<file path="src/rtl/control_flow_sequencer_if.sv">
// Decoder-to-sequencer instruction channel for control_flow_sequencer.
// The decoder is the master and the sequencer is the slave.
interface control_flow_sequencer_if #(
  parameter int ADDR_W = 8,
  parameter int TAG_W  = 4
);
  logic              instr_valid;
  logic              instr_ready;
  logic [7:0]        opcode;
  logic [ADDR_W-1:0] imm;
  logic [ADDR_W-1:0] cont_addr;
  logic [ADDR_W-1:0] end_addr;
  logic              has_result;
  logic              cond;
  logic [ADDR_W-1:0] pc_next;
  logic [TAG_W-1:0]  cur_tag;

  modport master (
    output instr_valid, opcode, imm, cont_addr, end_addr, has_result, cond, pc_next, cur_tag,
    input  instr_ready
  );

  modport slave (
    input  instr_valid, opcode, imm, cont_addr, end_addr, has_result, cond, pc_next, cur_tag,
    output instr_ready
  );
endinterface

</file>
<file path="src/rtl/control_flow_sequencer.sv">
// WASM structured-control sequencer: drives control-stack strobes, frame words and PC loads.
// Optional stack-depth guard enabled by defining CF_DEPTH_CHECK_EN.
module control_flow_sequencer #(
  parameter int ADDR_W  = 8,
  parameter int TAG_W   = 4,
  parameter int LBL_W   = 4,
`ifdef CF_DEPTH_CHECK_EN
  parameter int DEPTH   = 16,
`endif
  parameter int FRAME_W = 3 + TAG_W + ADDR_W
) (
  input  logic                clk,
  input  logic                rst_n,
  control_flow_sequencer_if.slave instr,
  output logic                cs_push,
  output logic                cs_pop,
  output logic                cs_return,
  output logic                cs_function_call,
  output logic [FRAME_W-1:0]  cs_push_data,
  input  logic [FRAME_W-1:0]  cs_top_data,
  input  logic                cs_left_one,
  output logic                pc_load,
  output logic [ADDR_W-1:0]   pc_target,
  output logic                tag_restore_valid,
  output logic [TAG_W-1:0]    tag_restore,
  output logic                halt,
  output logic                err
);

  localparam logic [7:0] OP_BLOCK  = 8'h02;
  localparam logic [7:0] OP_LOOP   = 8'h03;
  localparam logic [7:0] OP_IF     = 8'h04;
  localparam logic [7:0] OP_ELSE   = 8'h05;
  localparam logic [7:0] OP_END    = 8'h0B;
  localparam logic [7:0] OP_BR     = 8'h0C;
  localparam logic [7:0] OP_BR_IF  = 8'h0D;
  localparam logic [7:0] OP_RETURN = 8'h0F;
  localparam logic [7:0] OP_CALL   = 8'h10;

  localparam logic [1:0] FT_BLOCK = 2'b00;
  localparam logic [1:0] FT_CALL  = 2'b01;
  localparam logic [1:0] FT_IF    = 2'b10;
  localparam logic [1:0] FT_LOOP  = 2'b11;

  typedef enum logic [1:0] {ST_IDLE, ST_UNWIND, ST_TARGET} state_t;

  state_t             state_r;
  logic [LBL_W-1:0]   cnt_r;
  logic               halt_r;
  logic               err_r;

  logic               ready_s;
  logic               accept_s;
  logic [1:0]         top_type_s;
  logic [TAG_W-1:0]   top_tag_s;
  logic [ADDR_W-1:0]  top_extra_s;
  logic [LBL_W-1:0]   lbl_s;

  logic               push_raw_s;
  logic               pop_raw_s;
  logic               ret_raw_s;
  logic               call_raw_s;
  logic               load_raw_s;
  logic               restore_raw_s;
  logic [FRAME_W-1:0] push_data_s;
  logic [ADDR_W-1:0]  target_s;
  logic               halt_set_s;
  logic               err_set_s;
  logic               br_go_s;
  logic               guard_s;
  logic               err_any_s;
  logic               unused_s;

  function automatic logic [FRAME_W-1:0] make_frame(
    input logic [1:0]        ftype,
    input logic              retu,
    input logic [TAG_W-1:0]  tag,
    input logic [ADDR_W-1:0] extra
  );
    return {ftype, retu, tag, extra};
  endfunction

  assign top_type_s  = cs_top_data[FRAME_W-1 -: 2];
  assign top_tag_s   = cs_top_data[ADDR_W +: TAG_W];
  assign top_extra_s = cs_top_data[ADDR_W-1:0];
  assign lbl_s       = instr.imm[LBL_W-1:0];
  assign unused_s    = cs_top_data[FRAME_W-3];

  assign ready_s           = (state_r == ST_IDLE) & ~halt_r & rst_n;
  assign accept_s          = instr.instr_valid & ready_s;
  assign instr.instr_ready = ready_s;

  // Decode the current instruction or FSM step into raw stack/PC actions.
  always_comb begin
    push_raw_s    = 1'b0;
    pop_raw_s     = 1'b0;
    ret_raw_s     = 1'b0;
    call_raw_s    = 1'b0;
    load_raw_s    = 1'b0;
    restore_raw_s = 1'b0;
    push_data_s   = {FRAME_W{1'b0}};
    target_s      = {ADDR_W{1'b0}};
    halt_set_s    = 1'b0;
    err_set_s     = 1'b0;
    br_go_s       = 1'b0;
    case (state_r)
      ST_IDLE: begin
        if (accept_s) begin
          case (instr.opcode)
            OP_BLOCK: begin
              push_raw_s  = 1'b1;
              push_data_s = make_frame(FT_BLOCK, instr.has_result, instr.cur_tag, instr.cont_addr);
            end
            OP_LOOP: begin
              push_raw_s  = 1'b1;
              push_data_s = make_frame(FT_LOOP, instr.has_result, instr.cur_tag, instr.pc_next);
            end
            OP_IF: begin
              push_raw_s  = 1'b1;
              push_data_s = make_frame(FT_IF, instr.has_result, instr.cur_tag, instr.end_addr);
              load_raw_s  = ~instr.cond;
              target_s    = instr.cont_addr;
            end
            OP_ELSE: begin
              pop_raw_s  = 1'b1;
              load_raw_s = 1'b1;
              target_s   = top_extra_s;
            end
            OP_END: begin
              pop_raw_s     = 1'b1;
              load_raw_s    = (top_type_s == FT_CALL);
              restore_raw_s = (top_type_s == FT_CALL);
              target_s      = top_extra_s;
              halt_set_s    = cs_left_one;
            end
            OP_CALL: begin
              push_raw_s  = 1'b1;
              call_raw_s  = 1'b1;
              push_data_s = make_frame(FT_CALL, instr.has_result, instr.cur_tag, instr.pc_next);
              load_raw_s  = 1'b1;
              target_s    = instr.imm;
            end
            OP_RETURN: begin
              ret_raw_s     = 1'b1;
              pop_raw_s     = 1'b1;
              load_raw_s    = 1'b1;
              restore_raw_s = 1'b1;
              target_s      = top_extra_s;
            end
            OP_BR:    br_go_s = 1'b1;
            OP_BR_IF: br_go_s = instr.cond;
            default:  br_go_s = 1'b0;
          endcase
        end else begin
          br_go_s = 1'b0;
        end
      end
      ST_UNWIND: begin
        // A branch must never unwind past the enclosing function's call frame.
        if (top_type_s == FT_CALL) begin
          err_set_s = 1'b1;
        end else begin
          pop_raw_s = 1'b1;
        end
      end
      ST_TARGET: begin
        target_s = top_extra_s;
        case (top_type_s)
          FT_LOOP:  load_raw_s = 1'b1;
          FT_BLOCK,
          FT_IF: begin
            pop_raw_s  = 1'b1;
            load_raw_s = 1'b1;
          end
          FT_CALL:  err_set_s = 1'b1;
          default:  err_set_s = 1'b1;
        endcase
      end
      default: err_set_s = 1'b0;
    endcase
  end

`ifdef CF_DEPTH_CHECK_EN
  localparam int DEP_W = $clog2(DEPTH) + 1;
  localparam int SH_N  = 4;

  logic [DEP_W-1:0] depth_r;
  logic [DEP_W-1:0] shadow_r [SH_N];
  logic [2:0]       sp_r;

  // Block a push onto a full stack or any pop from an empty one.
  always_comb begin
    guard_s = (push_raw_s & (depth_r == DEP_W'(DEPTH))) |
              (pop_raw_s & (depth_r == {DEP_W{1'b0}}));
  end

  // Track stack depth; the shadow LIFO remembers the caller depth for return.
  always_ff @(posedge clk or negedge rst_n) begin
    if (!rst_n) begin
      depth_r <= {DEP_W{1'b0}};
      sp_r    <= 3'd0;
      for (int i = 0; i < SH_N; i++) begin
        shadow_r[i] <= {DEP_W{1'b0}};
      end
    end else if (guard_s) begin
      depth_r <= depth_r;
    end else if (ret_raw_s) begin
      if (sp_r != 3'd0) begin
        depth_r <= shadow_r[2'(sp_r - 3'd1)];
        sp_r    <= sp_r - 3'd1;
      end else begin
        depth_r <= {DEP_W{1'b0}};
      end
    end else if (call_raw_s) begin
      if (sp_r != 3'(SH_N)) begin
        shadow_r[2'(sp_r)] <= depth_r;
        sp_r               <= sp_r + 3'd1;
      end else begin
        sp_r <= sp_r;
      end
      depth_r <= depth_r + DEP_W'(1);
    end else if (push_raw_s) begin
      depth_r <= depth_r + DEP_W'(1);
    end else if (pop_raw_s) begin
      depth_r <= depth_r - DEP_W'(1);
      if (restore_raw_s && (sp_r != 3'd0)) begin
        sp_r <= sp_r - 3'd1;
      end else begin
        sp_r <= sp_r;
      end
    end else begin
      depth_r <= depth_r;
    end
  end
`else
  assign guard_s = 1'b0;
`endif

  assign err_any_s         = err_set_s | guard_s;
  assign cs_push           = push_raw_s & ~guard_s;
  assign cs_pop            = pop_raw_s & ~guard_s;
  assign cs_return         = ret_raw_s & ~guard_s;
  assign cs_function_call  = call_raw_s & ~guard_s;
  assign cs_push_data      = push_data_s;
  assign pc_load           = load_raw_s & ~guard_s;
  assign pc_target         = target_s;
  assign tag_restore_valid = restore_raw_s & ~guard_s;
  assign tag_restore       = top_tag_s;
  assign halt              = halt_r;
  assign err               = err_r;

  // Branch FSM with sticky halt/err flags.
  always_ff @(posedge clk or negedge rst_n) begin
    if (!rst_n) begin
      state_r <= ST_IDLE;
      cnt_r   <= {LBL_W{1'b0}};
      halt_r  <= 1'b0;
      err_r   <= 1'b0;
    end else begin
      halt_r <= halt_r | (halt_set_s & ~guard_s);
      err_r  <= err_r | err_any_s;
      case (state_r)
        ST_IDLE: begin
          if (br_go_s) begin
            cnt_r   <= lbl_s;
            state_r <= (lbl_s == {LBL_W{1'b0}}) ? ST_TARGET : ST_UNWIND;
          end else begin
            state_r <= ST_IDLE;
          end
        end
        ST_UNWIND: begin
          if (err_any_s) begin
            state_r <= ST_IDLE;
          end else begin
            cnt_r   <= cnt_r - LBL_W'(1);
            state_r <= (cnt_r == LBL_W'(1)) ? ST_TARGET : ST_UNWIND;
          end
        end
        ST_TARGET: state_r <= ST_IDLE;
        default:   state_r <= ST_IDLE;
      endcase
    end
  end

endmodule

</file>
<file path="src/flat_wrapper.sv">
// flat-port wrapper written by rule: the top's interface ports become plain ports
module control_flow_sequencer_flat 
#(
  parameter int ADDR_W  = 8,
  parameter int TAG_W   = 4,
  parameter int LBL_W   = 4,

  parameter int FRAME_W = 3 + TAG_W + ADDR_W
)
  (clk, rst_n, cs_push, cs_pop, cs_return, cs_function_call, cs_push_data, cs_top_data, cs_left_one, pc_load, pc_target, tag_restore_valid, tag_restore, halt, err, instr_instr_valid, instr_opcode, instr_imm, instr_cont_addr, instr_end_addr, instr_has_result, instr_cond, instr_pc_next, instr_cur_tag, instr_instr_ready);
  control_flow_sequencer_if #(.ADDR_W(ADDR_W), .TAG_W(TAG_W)) instr_i ();
  input  logic clk;
  input  logic rst_n;
  output logic cs_push;
  output logic cs_pop;
  output logic cs_return;
  output logic cs_function_call;
  output logic [FRAME_W-1:0] cs_push_data;
  input  logic [FRAME_W-1:0] cs_top_data;
  input  logic cs_left_one;
  output logic pc_load;
  output logic [ADDR_W-1:0] pc_target;
  output logic tag_restore_valid;
  output logic [TAG_W-1:0] tag_restore;
  output logic halt;
  output logic err;
  input wire logic [$bits(instr_i.instr_valid)-1:0] instr_instr_valid;
  input wire logic [$bits(instr_i.opcode)-1:0] instr_opcode;
  input wire logic [$bits(instr_i.imm)-1:0] instr_imm;
  input wire logic [$bits(instr_i.cont_addr)-1:0] instr_cont_addr;
  input wire logic [$bits(instr_i.end_addr)-1:0] instr_end_addr;
  input wire logic [$bits(instr_i.has_result)-1:0] instr_has_result;
  input wire logic [$bits(instr_i.cond)-1:0] instr_cond;
  input wire logic [$bits(instr_i.pc_next)-1:0] instr_pc_next;
  input wire logic [$bits(instr_i.cur_tag)-1:0] instr_cur_tag;
  output wire logic [$bits(instr_i.instr_ready)-1:0] instr_instr_ready;
  assign instr_i.instr_valid = instr_instr_valid;
  assign instr_i.opcode = instr_opcode;
  assign instr_i.imm = instr_imm;
  assign instr_i.cont_addr = instr_cont_addr;
  assign instr_i.end_addr = instr_end_addr;
  assign instr_i.has_result = instr_has_result;
  assign instr_i.cond = instr_cond;
  assign instr_i.pc_next = instr_pc_next;
  assign instr_i.cur_tag = instr_cur_tag;
  assign instr_instr_ready = instr_i.instr_ready;
  control_flow_sequencer #(.ADDR_W(ADDR_W), .TAG_W(TAG_W), .LBL_W(LBL_W), .FRAME_W(FRAME_W)) u_core (.clk(clk), .rst_n(rst_n), .instr(instr_i), .cs_push(cs_push), .cs_pop(cs_pop), .cs_return(cs_return), .cs_function_call(cs_function_call), .cs_push_data(cs_push_data), .cs_top_data(cs_top_data), .cs_left_one(cs_left_one), .pc_load(pc_load), .pc_target(pc_target), .tag_restore_valid(tag_restore_valid), .tag_restore(tag_restore), .halt(halt), .err(err));
endmodule
</file>
<file path="config.mk">
export PLATFORM = sky130hd
export DESIGN_NAME = control_flow_sequencer_flat
export DESIGN_NICKNAME = d
export VERILOG_FILES = /design/src/rtl/control_flow_sequencer_if.sv /design/src/rtl/control_flow_sequencer.sv /design/src/flat_wrapper.sv
export SDC_FILE = /design/constraint.sdc
export NUM_CORES = 1
export LEC_CHECK = 0
export BUFFER_PORTS_ARGS = -buffer_cell sky130_fd_sc_hd__buf_2
export CAP_MARGIN = 20
export CORE_MARGIN = 5
export CORE_UTILIZATION = 37
export DETAILED_ROUTE_END_ITERATION = 7
export HOLD_SLACK_MARGIN = 0.08
export PLACE_DENSITY = 0.77
export SLEW_MARGIN = 25
export SYNTH_ARGS = -nofsm -noshare
export SYNTH_HDL_FRONTEND = slang
export SYNTH_SLANG_ARGS = --single-unit
</file>
<file path="constraint.sdc">
create_clock -name clk -period 2 [get_ports clk]
set_clock_uncertainty 0.1 [all_clocks]
set_input_delay 0 -clock clk [delete_from_list [all_inputs] [get_ports clk]]
set_output_delay 0 -clock clk [all_outputs]
set_load 0.05 [all_outputs]
</file>
==> run_results.csv <==
group,metric,value,unit
outcome,outcome,"complete, but fails checks",
outcome,violations,"negative setup slack",
worst_setup_path,cpMaxStageDelayCell,"or3_4",
routing,viasPerCell,5.641,
logic_synthesis,synthArstFlopShare,100.0,%
logic_synthesis,ys_seq_area_share,15.11,%
logic_synthesis,synth_edf_count,0,
cts,cts_buffer_depth,2,
logic_synthesis,ys_dominant_reg_cell,"dfrtp_1",
worst_setup_path,cp-end-kind,"primary output",
logic_synthesis,netlist_instances,169,
grt,grt_max_degree,13,
floorplan,die_x,69.84,um
sta,rsz0062_at_grt,"true",
worst_hold_path,holdCritPathClass,"in -> reg",
placed_design,place_ws,-0.05285,ns
job,maxCapViolCount,0,
cts,clockRootBuffer,"clkbuf_4",
routing,ant_nets,0,
worst_setup_path,cpPeakStageDelay,0.43,ns
placed_design,io_buffers,91,
sta,finalSetupViolCount,29,
worst_setup_path,cp_max_fo,6,
routing,post_drt_wl_per_cell,19.24,um
final_layout,final_layout_size_suffix_gt1_share,59.36,%
placed_design,gp_congestion,0.8447,
sta,period_needed,2.209,ns
routing,drtIter0Drc,86,
sta,timing.fmax,452.7,MHz
floorplan,dieArea,4878,sq um
routing,dr.pass1.iters,4,
cts,htreeDepth,1,
worst_setup_path,crit_arrival,2.11,ns
worst_setup_path,start_kind,"flip-flop",
floorplan,fp.coreArea,3390,sq um
final_layout,antenna_cells,0,
logic_synthesis,ys_types,47,
final_layout,syn2layout_area_growth,94.62,%
power_and_ir_drop,peakVddDrop,0.4595,mV
routing,drt_wl_total,6329,um
grt,overflow,0,
power_and_ir_drop,p_leak,1.158,nW
sta,setup_ws,-0.2088,ns
final_layout,layout.nets,355,
cts,path_clk_slew,0.06,ns
worst_setup_path,cp.required,1.90,ns
logic_synthesis,yosys_register_bits,8,
cts,cts_tree,"yes",
cts,insertion_delay,0.26,ns
floorplan,row_count,21,
routing,vias,1856,
power_and_ir_drop,power.density,358.3,nW/um^2
cts,numCtsBuffers,3,
floorplan,initial_core_util,39.09,%
worst_setup_path,path_cells,"inv_2 > ha_4 > and4b_1 > nand2_2 > or3_4 > buf_12 > clkinv_8 > and2_4 > buf_8",
sta,hold_ws,0.08086,ns
sta,maxSlewViolCount,0,
logic_synthesis,syn_nets,240,
logic_synthesis,avgSynthCellArea,7.840,sq um
routing,drc,0,
floorplan,die_h,69.84,um
worst_setup_path,crit_type,"reg -> out",
sta,slew_headroom,50.38,%
grt,grt_pass1_wl,9156,um
sta,worst_pin_slew,0.7382,ns
cts,clock-sinks,8,
grt,antenna_found_initial,0,
final_layout,post-route-util,76.08,%
worst_setup_path,r2r.worst_path.cells,9,
placed_design,dp_hpwl,4111,um
logic_synthesis,ys_warn_count,0,
grt,grt_pass1_vias,1896,
worst_setup_path,rrSetupSlack,-0.06,ns
sta,hold_viol,0,
floorplan,num_io_pins,101,
sta,post-route-period-util,110.4,%
worst_hold_path,worstHoldPathCells,4,
logic_synthesis,syn-cell-area,1325,sq um
grt,grt_usage,23.39,%
## through the flow
stage	setup TNS (ns)	cells	power, mW	cell area (sq um)
floorplan	-0.2238	169	0.5428	1436
global placement	0	305	0.6640	1972
detailed placement	-0.3649	305	0.6746	1972
CTS	-1.276	324	0.8634	2407
global route	-5.821	329	0.9773	2579
finish	-4.159	329	0.9241	2579
## metal layers
layer | GRT usage (%) | vias to the layer above | wire length (um)
li1 | - | 866 | -
met1 | 24.55 | 879 | 2218
met2 | 43.97 | 95 | 3459
met3 | 7.536 | 16 | 528
met4 | 6.596 | 0 | 123
met5 | 0 | - | 0
## what timing repair did
item | in CTS | in global routing
buffers inserted | 4 | 5
gates cloned | 2 | 0
setup endpoints to repair | 24 | 30
endpoints found under the hold margin | 16 | 0
gates resized for setup | 73 | 28
hold buffers | 9 | 0
pin swaps | 7 | 12
## path summary, 6_finish.rpt
check / start / endpoint
worst max-delay path: u_core.state_r[0] / cs_push_data[11]
max in group asynchronous: rst_n / u_core.halt
worst min-delay path: instr_imm[2] / u_core.cnt_r[2]
worst max register to register: u_core.state_r[0] / u_core.cnt_r[0]
worst min register to register: u_core.err / u_core.err
min in group asynchronous: rst_n / u_core.cnt_r[2]
## area by class of cell
type,instances,area [sq um]
Multi-Input combinational cell,137,1251
Timing Repair Buffer,126,999.7
Fill cell,235,810.8
Sequential cell,8,201.4
Tap cell,46,57.56
Inverter,8,42.54
Clock buffer,4,26.28
## layout by cell type, fill, tap and decap left out, types with 2 or more instances in the layout
master         netlist  routed
a21oi_1              6       4
nor2_2               0       2
o22ai_1              2       2
and3b_1              2       2
a22o_4               0       9
inv_2                1       2
nor2b_1              7       7
a22o_1              26      17
nor2_4               0       6
inv_1                7       5
buf_2                4      65
buf_4                4      22
nand2_1             11      10
a31o_2               2       2
mux2i_1              2       2
dlygate4sd3_1        0       9
nand4_1              2       2
o21ai_0              3       3
nand2b_1             5       4
ha_1                 6       5
clkbuf_4             0       3
nor3b_1              3       3
buf_6                2      13
buf_8                0      15
and2_4               0       5
nor3_2               1       3
a21oi_4              0       2
and2_1               8       3
nor2_1              13       5
nand3b_1             2       2
dfrtp_1              8       7
nor3_1               5       3
a22oi_1              8       8
## synthesized netlist by cell type, types with 2 or more instances
cell	instances	share of area, %
nor2_1	13	3.7
clkbuf_1	6	1.7
nand4_1	2	0.94
mux2i_1	2	1.5
buf_6	2	1.7
nor3b_1	3	1.7
and3b_1	2	1.3
nor2b_1	7	3.3
nand2_1	11	3.1
buf_4	4	2.3
o21ai_0	3	1.1
buf_2	4	1.5
nand3b_1	2	1.1
a22oi_1	8	4.5
nand3_1	2	0.76
inv_1	7	2.0
nor3_1	5	1.9
a21oi_1	6	2.3
o22ai_1	2	0.94
or3_1	2	0.94
nand2b_1	5	2.4
a31o_2	2	1.3
dfrtp_1	8	15
a22o_1	26	17
ha_1	6	5.7
and2_1	8	3.8
## cells by family (layout without fill, tap and decap cells)
logic type,count (synthesis),in the layout,synth area share (%)
AND/OR/NAND/NOR,71,71,32.01
AO/OA/AOI/OAI,56,56,34.94
buffers and inverters,24,138,9.443
flip-flops,8,8,15.11
adder cells (fa/ha/maj),6,6,5.666
XOR/XNOR,2,2,1.322
multiplexers,2,2,1.511
## where the power goes
part / switching [mW] / internal (mW) / total [mW]
combinational: 0.284 / 0.237 / 0.521
sequential: 0.0513 / 0.212 / 0.264
clock: 0.0630 / 0.0768 / 0.140
total: 0.398 / 0.526 / 0.924
## flip-flops by register name, indices dropped and copies added, names as in the netlist
signal          flops
u_core.cnt_r        4
u_core.err          1
u_core.halt         1
u_core.state_r      2
## worst max-delay path: cells and delay by family, from the launching register on
family        cells  cell delay (ns)
simple gates      4             0.87
buf+inv           4             0.46
flops             1             0.40
fa+ha+maj         1             0.13
Power figures use the tool's default switching activity.
